===== config.mk =====
export PLATFORM = sky130hd
export DESIGN_NAME = maf_csa_lane_stage
export DESIGN_NICKNAME = d
export VERILOG_FILES = /design/src/rtl/maf_pkg.sv /design/src/rtl/maf_csa_corr_row.sv /design/src/rtl/maf_csa_lane_stage.sv
export SDC_FILE = /design/constraint.sdc
export NUM_CORES = 1
export LEC_CHECK = 0
export CAP_MARGIN = 20
export CELL_PAD_IN_SITES_DETAIL_PLACEMENT = 1
export CELL_PAD_IN_SITES_GLOBAL_PLACEMENT = 1
export CORE_MARGIN = 1
export CORE_UTILIZATION = 41
export CTS_BUF_LIST = sky130_fd_sc_hd__clkbuf_8 sky130_fd_sc_hd__clkbuf_16
export CTS_CLUSTER_SIZE = 12
export DETAILED_ROUTE_END_ITERATION = 8
export PLACE_DENSITY = 0.92
export SETUP_SLACK_MARGIN = 0.3
export SLEW_MARGIN = 40
export SYNTH_ARGS = -nofsm -noshare
export SYNTH_HDL_FRONTEND = slang
export SYNTH_HIERARCHICAL = 1
export SYNTH_SLANG_ARGS = --single-unit

===== constraint.sdc =====
create_clock -name clk -period 1.99 [get_ports clk]
set_clock_uncertainty 0.05 [all_clocks]
set_input_delay 0.398 -clock clk [delete_from_list [all_inputs] [get_ports clk]]
set_output_delay 0.398 -clock clk [all_outputs]
set_load 0.03 [all_outputs]

===== src/rtl/maf_pkg.sv =====
// rtl/maf_pkg.sv - mode encodings, default geometry and lane helper for the MAF CSA stage
package maf_pkg;
   localparam logic [2:0] MAF_MODE_FULL = 3'b000;
   localparam logic [2:0] MAF_MODE_PACK = 3'b001;
   localparam logic [2:0] MAF_MODE_ISO  = 3'b010;

   localparam int MAF_WIDTH_DEF = 48;
   localparam int MAF_LANES_DEF = 2;

   function automatic int maf_lane_base(input int lane, input int lane_w);
      return lane * lane_w;
   endfunction
endpackage


===== src/rtl/maf_csa_corr_row.sv =====
// rtl/maf_csa_corr_row.sv - correction operand build, 3:2 compression row and lane carry masking
// MAF_CSA_SELFCHECK_EN adds the ref_val reference-sum output.
module maf_csa_corr_row
   import maf_pkg::*;
#(
   parameter int WIDTH = MAF_WIDTH_DEF,
   parameter int LANES = MAF_LANES_DEF
) (
   input  logic [WIDTH-1:0] in1,
   input  logic [WIDTH-1:0] in2,
   input  logic [WIDTH-1:0] in3,
   input  logic [LANES-1:0] inv,
   input  logic [2:0]       mode,
   output logic [WIDTH-1:0] sum,
   output logic [WIDTH:0]   carry
`ifdef MAF_CSA_SELFCHECK_EN
   ,
   output logic [WIDTH:0]   ref_val
`endif
);
   localparam int LANE_W = WIDTH / LANES;

   if (WIDTH % LANES != 0) begin : g_bad_geometry
      $error("maf_csa_corr_row: WIDTH must be a multiple of LANES");
   end

   logic [WIDTH-1:0] corr_pack;
   logic [WIDTH-1:0] t_iso;
   logic [WIDTH:0]   lane_kill;
   logic [WIDTH-1:0] t;
   logic [WIDTH-1:0] maj;

   for (genvar k = 0; k < LANES; k++) begin : g_lane
      localparam int B = maf_lane_base(k, LANE_W);
      assign corr_pack[B +: LANE_W] = LANE_W'(inv[k]);
      assign t_iso[B +: LANE_W]     = in2[B +: LANE_W] + LANE_W'(inv[k]);
      // Lane 0 has no lower neighbour, so only the upper lane bases are cleared.
      assign lane_kill[B +: LANE_W] = LANE_W'(k != 0);
   end
   assign lane_kill[WIDTH] = 1'b0;

   always_comb begin
      case (mode)
         MAF_MODE_FULL: t = in2 + WIDTH'(inv[0]);
         MAF_MODE_PACK: t = in2 + corr_pack;
         MAF_MODE_ISO:  t = t_iso;
         default:       t = in2;
      endcase
      sum   = in1 ^ t ^ in3;
      maj   = (in1 & t) | (in1 & in3) | (t & in3);
      carry = {maj, 1'b0};
      if (mode == MAF_MODE_ISO) carry = carry & ~lane_kill;
   end

`ifdef MAF_CSA_SELFCHECK_EN
   logic [WIDTH:0] ref_iso;

   for (genvar k = 0; k < LANES; k++) begin : g_ref
      localparam int B = maf_lane_base(k, LANE_W);
      assign ref_iso[B +: LANE_W] = in1[B +: LANE_W] + t_iso[B +: LANE_W] + in3[B +: LANE_W];
   end
   assign ref_iso[WIDTH] = 1'b0;

   assign ref_val = (mode == MAF_MODE_ISO) ? ref_iso
                                           : ({1'b0, in1} + {1'b0, t} + {1'b0, in3});
`endif
endmodule


===== src/rtl/maf_csa_lane_stage.sv =====
// rtl/maf_csa_lane_stage.sv - registered 3:2 CSA stage with lane corrections and a 2-entry output FIFO
// MAF_CSA_SELFCHECK_EN adds chk_err and a per-entry reference sum.
module maf_csa_lane_stage
   import maf_pkg::*;
#(
   parameter int WIDTH = MAF_WIDTH_DEF,
   parameter int LANES = MAF_LANES_DEF,
   parameter int TAG_W = 4
) (
   input  logic             clk,
   input  logic             rst_n,
   input  logic             in_valid,
   output logic             in_ready,
   input  logic [WIDTH-1:0] in1,
   input  logic [WIDTH-1:0] in2,
   input  logic [WIDTH-1:0] in3,
   input  logic [LANES-1:0] inv,
   input  logic [2:0]       mode,
   input  logic [TAG_W-1:0] tag,
   output logic             out_valid,
   input  logic             out_ready,
   output logic [WIDTH-1:0] sum,
   output logic [WIDTH:0]   carry,
   output logic [TAG_W-1:0] out_tag,
   output logic [2:0]       out_mode
`ifdef MAF_CSA_SELFCHECK_EN
   ,
   output logic             chk_err
`endif
);
   logic [WIDTH-1:0] row_sum;
   logic [WIDTH:0]   row_carry;
   logic [WIDTH-1:0] sum_mem_q [2], sum_mem_d [2];
   logic [WIDTH:0]   carry_mem_q [2], carry_mem_d [2];
   logic [TAG_W-1:0] tag_mem_q [2], tag_mem_d [2];
   logic [2:0]       mode_mem_q [2], mode_mem_d [2];
   logic             wr_ptr_q, wr_ptr_d;
   logic             rd_ptr_q, rd_ptr_d;
   logic [1:0]       count_q, count_d;
   logic             in_ready_q, in_ready_d;
   logic             accept, deliver;
`ifdef MAF_CSA_SELFCHECK_EN
   logic [WIDTH:0]   row_ref;
`endif

   maf_csa_corr_row #(.WIDTH(WIDTH), .LANES(LANES)) u_row (
      .in1   (in1),
      .in2   (in2),
      .in3   (in3),
      .inv   (inv),
      .mode  (mode),
      .sum   (row_sum),
      .carry (row_carry)
`ifdef MAF_CSA_SELFCHECK_EN
      ,
      .ref_val (row_ref)
`endif
   );

   assign accept    = in_valid && in_ready_q;
   assign out_valid = (count_q != 2'd0);
   assign deliver   = out_valid && out_ready;
   assign in_ready  = in_ready_q;
   assign sum       = sum_mem_q[rd_ptr_q];
   assign carry     = carry_mem_q[rd_ptr_q];
   assign out_tag   = tag_mem_q[rd_ptr_q];
   assign out_mode  = mode_mem_q[rd_ptr_q];

   always_comb begin
      sum_mem_d   = sum_mem_q;
      carry_mem_d = carry_mem_q;
      tag_mem_d   = tag_mem_q;
      mode_mem_d  = mode_mem_q;
      wr_ptr_d    = wr_ptr_q;
      rd_ptr_d    = rd_ptr_q;
      if (accept) begin
         sum_mem_d[wr_ptr_q]   = row_sum;
         carry_mem_d[wr_ptr_q] = row_carry;
         tag_mem_d[wr_ptr_q]   = tag;
         mode_mem_d[wr_ptr_q]  = mode;
         wr_ptr_d              = ~wr_ptr_q;
      end
      if (deliver) rd_ptr_d = ~rd_ptr_q;
      case ({accept, deliver})
         2'b10:   count_d = count_q + 2'd1;
         2'b01:   count_d = count_q - 2'd1;
         default: count_d = count_q;
      endcase
      // Ready is registered, so it must look at the occupancy after this edge.
      in_ready_d = (count_d < 2'd2);
   end

   always_ff @(posedge clk or negedge rst_n) begin
      if (!rst_n) begin
         for (int i = 0; i < 2; i++) begin
            sum_mem_q[i]   <= '0;
            carry_mem_q[i] <= '0;
            tag_mem_q[i]   <= '0;
            mode_mem_q[i]  <= '0;
         end
         wr_ptr_q   <= 1'b0;
         rd_ptr_q   <= 1'b0;
         count_q    <= 2'd0;
         in_ready_q <= 1'b0;
      end else begin
         sum_mem_q   <= sum_mem_d;
         carry_mem_q <= carry_mem_d;
         tag_mem_q   <= tag_mem_d;
         mode_mem_q  <= mode_mem_d;
         wr_ptr_q    <= wr_ptr_d;
         rd_ptr_q    <= rd_ptr_d;
         count_q     <= count_d;
         in_ready_q  <= in_ready_d;
      end
   end

`ifdef MAF_CSA_SELFCHECK_EN
   localparam int LANE_W = WIDTH / LANES;
   logic [WIDTH:0]   ref_mem_q [2], ref_mem_d [2];
   logic [WIDTH:0]   out_ref;
   logic [LANES-1:0] lane_bad;
   logic             full_bad;

   assign out_ref  = ref_mem_q[rd_ptr_q];
   assign full_bad = (({1'b0, sum} + carry) != out_ref);

   for (genvar k = 0; k < LANES; k++) begin : g_chk
      localparam int B = maf_lane_base(k, LANE_W);
      assign lane_bad[k] = (LANE_W'(sum[B +: LANE_W] + carry[B +: LANE_W]) != out_ref[B +: LANE_W]);
   end

   assign chk_err = out_valid && ((out_mode == MAF_MODE_ISO) ? (|lane_bad) : full_bad);

   always_comb begin
      ref_mem_d = ref_mem_q;
      if (accept) ref_mem_d[wr_ptr_q] = row_ref;
   end

   always_ff @(posedge clk or negedge rst_n) begin
      if (!rst_n) begin
         for (int i = 0; i < 2; i++) ref_mem_q[i] <= '0;
      end else begin
         ref_mem_q <= ref_mem_d;
      end
   end
`endif
endmodule


* Word-level counts from Yosys, hierarchy flattened
Cells that the tools add are included.
Storage, ports and cells: flip-flop bits (word level) 213, word-level logic and storage cells 69, output and inout bits 106
Operators by class: bitwise operators 11, equal/unequal tests 4, add/sub/neg operators 6, reductions and logical operators 5, muxes and demuxes 27, magnitude comparators 4
Operators by type and width (count):
- 49-bit two-way mux | 4
- 48-bit two-way mux | 4
- 48-bit bitwise AND | 3
- 48-bit case mux with 3 select lines | 1
- 98-bit bitwise mux | 1
- 96-bit bitwise mux | 1
- 48-bit OR | 2
- 48-bit XOR | 2
- 49-bit demux with 1-bit select | 1
- 24-bit by 1-bit adder with 24-bit output | 2
- 48-bit by 1-bit adder with 48-bit output | 1
- 48-bit by 25-bit adder with 48-bit output | 1
- 48-bit demux with 1-bit select | 1
- 25-bit two-way mux | 1
- 4-bit two-way mux | 4
- 3-bit two-way mux | 4
- 8-bit bitwise mux | 1
- 6-bit bitwise mux | 1
- 4-bit demux with 1-bit select | 1
- 2-bit greater-or-equal comparator, second input constant | 2
- 1-bit NOT with 2-bit output | 2
- 2-bit case mux with 2 select lines | 1
- 3-bit demux with 1-bit select | 1
- 3-bit by 1-bit == test with 1-bit output, second input constant | 1
- other kinds (11) | 14

* Depth between registers and ports, before layout
depth in word-level cells 7, depth in mapped cells 12, gate-level depth less buffers 12

* Cells and area by module
The synthesis kept the hierarchy.
By module, submodules not included:
- maf_csa_lane_stage | cells an instance 574, area each 9322.7 um^2, times used 1
- maf_csa_corr_row | cells an instance 417, area each 2916.5 um^2, times used 1

* Least setup slack after synthesis
OpenSTA, ideal clock, no wires.
path type input-to-reg, from input mode[2], to register sum_mem_q[36] (netlist name), arrival 2.947 ns, cell stages on the path 12, path slack -1.131 ns, required time 1.815 ns, cells stage by stage nor2_1 -> and3_1 -> ha_1 -> nand3_1 -> nor4_4 -> a31oi_1 -> o22ai_1 -> nand3_1 -> xor2_1 -> fa_1 -> inv_1 -> mux2_2
Between the ends: longest elaborated chain between the ends 5
RTL lines:
- start, declared | RTL line maf_csa_lane_stage.sv:18 | input logic [2:0] mode,
- 3-bit by 2-bit == test with 1-bit output (tied with other cells) | RTL line maf_csa_corr_row.sv:43 | case (mode)
- 48-bit case mux with 3 select lines * | RTL line maf_csa_corr_row.sv:43
- 48-bit XOR * (2 in a row) | RTL line maf_csa_corr_row.sv:49 | sum = in1 ^ t ^ in3;
- named net row_sum[36] | RTL line maf_csa_lane_stage.sv:31 | logic [WIDTH-1:0] row_sum;
- 96-bit bitwise mux * | RTL line maf_csa_lane_stage.sv:77 | sum_mem_d[wr_ptr_q] = row_sum;
- end signal, assigned | RTL line maf_csa_lane_stage.sv:106 | sum_mem_q <= sum_mem_d;
- end, declared | RTL line maf_csa_lane_stage.sv:33 | logic [WIDTH-1:0] sum_mem_q [2], sum_mem_d [2];
Mark *: on every way through the listed nets, which the timed path passes. The rest lies on a longest branch. A chain may end at the register's enable or synchronous reset.

* Worst setup path in the final report
from input mode[1], to register sum_mem_q[81] (netlist name)
The elaborated chain is that of the path after synthesis.

==> run_results.csv <==
group,metric,value,unit
clock_tree,root_buffer,"clkbuf_16",
sta,timing.final.ws_setup,-875,ps
clock_tree,clk_latency,540,ps
sta,finalCritPeriodShare,144,%
die,die_x,175,um
setup_path,crit_top_cell,"buf_8",
logic_synthesis,yosys_warnings,6,
logic_synthesis,synth_seq_cells,213,
clock_tree,cts_tree,"built",
routing,drtIter0Drc,603,
die,core-area,29000,um2
setup_path,reg2reg_depth,6,
routing,drt_first_pass_iters,5,
sta,fmax,349,MHz
setup_path,crit_fanout,4,
routing,vias_per_cell,5.33,
logic_synthesis,syn_nets,1202,
logic_synthesis,yosysSeqAreaShare,43.5,%
grt,grt_pass1_wl,68200,um
place,dpl.hpwl,29600,um
die,ioPinCount,263,
logic_synthesis,synth_cell_types,50,
sta,slew_headroom,59.2,%
logic_synthesis,netlist_instances,991,
setup_path,cpPeakStageDelay,560,ps
logic_synthesis,syn-cell-area,12200,um2
routing,m1WireLength,19400,um
setup_path,cp.required,2360,ps
setup_path,crit_arrival,3230,ps
hold_path,hold_depth,3,
clock_tree,clk_pin_slew,60,ps
die,die_area,30500,um2
sta,maxSlewViolCount,0,
setup_path,r2r_slack,230,ps
power,vdd_ir_drop_max,0.00108,V
logic_synthesis,netlist.area_leader.share,43.5,%
power,power_leakage,9.56,nW
logic_synthesis,ys_top_cells_by_area,"dfrtp_1 (44%), mux2_2 (24%), fa_1 (7.9%)",
setup_path,slowest_stage,"fa_2",
sta,rsz0062_at_grt,"true",
grt,antenna_found_initial,2,
sta,hold_ws,260,ps
die,initial_core_util,42.2,%
outcome,status,"finished with violations",
clock_tree,htree_num_levels,1,
grt,grt_use_total,29.6,%
grt,grt_overflow,0,
sta,finalHoldViolations,0,
logic_synthesis,ys.flop_type,"dfrtp_1",
clock_tree,clockBufferDepth,3,
sta,worst_pin_slew,612,ps
logic_synthesis,synth_top_area_cell,"dfrtp_1",
clock_tree,cts_buffers,26,
hold_path,worstHoldPathType,"primary input to register",
power,total_power,0.0329,W
finish,nets,1676,
power,p_per_area,1650,nW/um2
sta,period_minus_slack,2860,ps
logic_synthesis,avgSynthCellArea,12.4,um2
clock_tree,clock_sinks,213,
flow_run,maxCapViolations,0,
setup_path,worst-setup-path-type,"primary input to register",
routing,wl_met2,29800,um
routing,wirelength,55300,um
routing,drc,0,
setup_path,crit_path_start_kind,"primary input",
setup_path,path_cells,"buf_8 > nor2_4 > and3_4 > ha_4 > nand3_4 > nor4_4 > buf_4 > a31o_4 > buf_12 > o211ai_4 > buf_8 > nor3_4 > xnor2_2 > fa_2 > inv_2 > mux2_2",
grt,grt_max_degree,63,
place,globalplace.congestion,0.841,
routing,highest_layer,"met4",
logic_synthesis,synth_edf_count,0,
setup_path,cp-end-kind,"register",
finish,area_delta_synth_final,63.0,%
place,port_buffers,262,
grt,grt_pass1_vias,11200,
routing,met3_length,2480,um
finish,drive_above_1_share,62.2,%
die,row_count,62,
sta,setup_violations,271,
logic_synthesis,synthArstFlopShare,100,%
die,die_y,175,um
routing,vias,9977,
sta,fin_tns_setup,-122740,ps
outcome,violations,"negative setup slack",
routing,avgRoutedWirePerCell,29.6,um
routing,antenna_left,0,
-- worst max-delay path, delay by kind of cell --
kind / cells / cell delay (ps)
and+or+nand+nor: 5 / 790
adders and majority gates: 2 / 710
buffers and inverters: 5 / 620
AOI/OAI and AO/OA: 2 / 290
muxes: 1 / 250
xor gates and xnor gates: 1 / 140
-- synth_stat cells (6+ instances only) --
library cell	count
nor2_1	24
buf_6	6
xor2_1	21
dfrtp_1	213
buf_2	19
nand3_1	16
clkbuf_1	6
nand2_1	33
mux2_2	264
fa_1	48
mux2_4	49
inv_1	191
xnor2_1	28
nand4_1	7
ha_1	6
-- logic make-up after synthesis --
logic type               synth area share, %
XOR/XNOR                                3.51
buffers and inverters                   7.55
multiplexers                            30.6
AND/OR/NAND/NOR                         5.15
adder cells (fa/ha/maj)                 8.46
flip-flops                              43.5
other                                 0.0306
AO/OA/AOI/OAI                           1.11
-- state kept, by name, summed over array words and instances (netlist names), named ones only --
| name | flops |
|---|---|
| wr_ptr_q | 1 |
| mode_mem_q | 6 |
| tag_mem_q | 8 |
| rd_ptr_q | 1 |
| count_q | 1 |
| sum_mem_q | 96 |
| in_ready | 1 |
| carry_mem_q | 98 |
-- what timing repair did --
action,CTS,global route
setup endpoints to repair,300,298
pin swaps,52,50
hold endpoints to repair,53,0
gates resized for setup,489,520
hold buffers,1,0
cloned,4,4
setup buffers,39,52
-- where the power goes --
part / switching (W) / internal, W / total (W)
Clock: 0.00207 / 0.00295 / 0.00502
Sequential: 0.00164 / 0.00660 / 0.00824
Combinational: 0.00929 / 0.0103 / 0.0196
Total: 0.0130 / 0.0199 / 0.0329
-- path summary, 6_finish.rpt --
path	start	endpoint
max reg2reg	register	register
min reg2reg	tag_mem_q[1]	tag_mem_q[1]
max in group asynchronous	rst_n	carry_mem_q[63]
min in group asynchronous	rst_n	sum_mem_q[0]
min	mode[2]	mode_mem_q[5]
max	mode[1]	sum_mem_q[81]
-- through the flow --
step	cells	utilization, %	cell area, um2	setup slack, ps
5_1_grt	1871	68.7	19900	-927
4_1_cts	1813	63.4	18400	-696
3_3_place_gp	1721	56.9	16500	-1480
3_5_place_dp	1721	56.9	16500	-1660
2_1_floorplan	991	-	12600	-819
6_report	1871	68.7	19900	-875
-- cell usage in the layout, fill, tap and decap left out, types with 9 or more instances in the layout --
cell type / netlist / layout
inv_2: 0 / 59
clkbuf_16: 0 / 31
buf_12: 0 / 26
buf_6: 6 / 174
fa_2: 0 / 32
nor3_4: 1 / 9
inv_1: 191 / 139
dlygate4sd2_1: 0 / 10
clkdlybuf4s50_1: 0 / 122
dfrtp_1: 213 / 211
nand2_1: 33 / 21
mux2_2: 264 / 199
fa_1: 48 / 16
nor2_4: 0 / 18
buf_4: 1 / 112
xnor2_2: 0 / 24
buf_8: 0 / 17
xor2_2: 0 / 15
mux2_4: 49 / 114
-- routing by layer --
layer,vias to the layer above,track usage (%)
li1,4156,-
met1,5213,32.3
met2,418,54.9
met3,190,4.94
met4,0,15.4
met5,-,0
-- layout make-up --
cell class	count	area, um2
diodes	2	5.00
inverters	191	717
well taps	384	480
clock buffers	30	717
clock inverters	18	159
multi-input cells	551	7320
repair buffers	482	5220
fillers	2729	9070
flip-flops and latches	213	5340
Note: power is estimated with default switching activity, not from simulation.
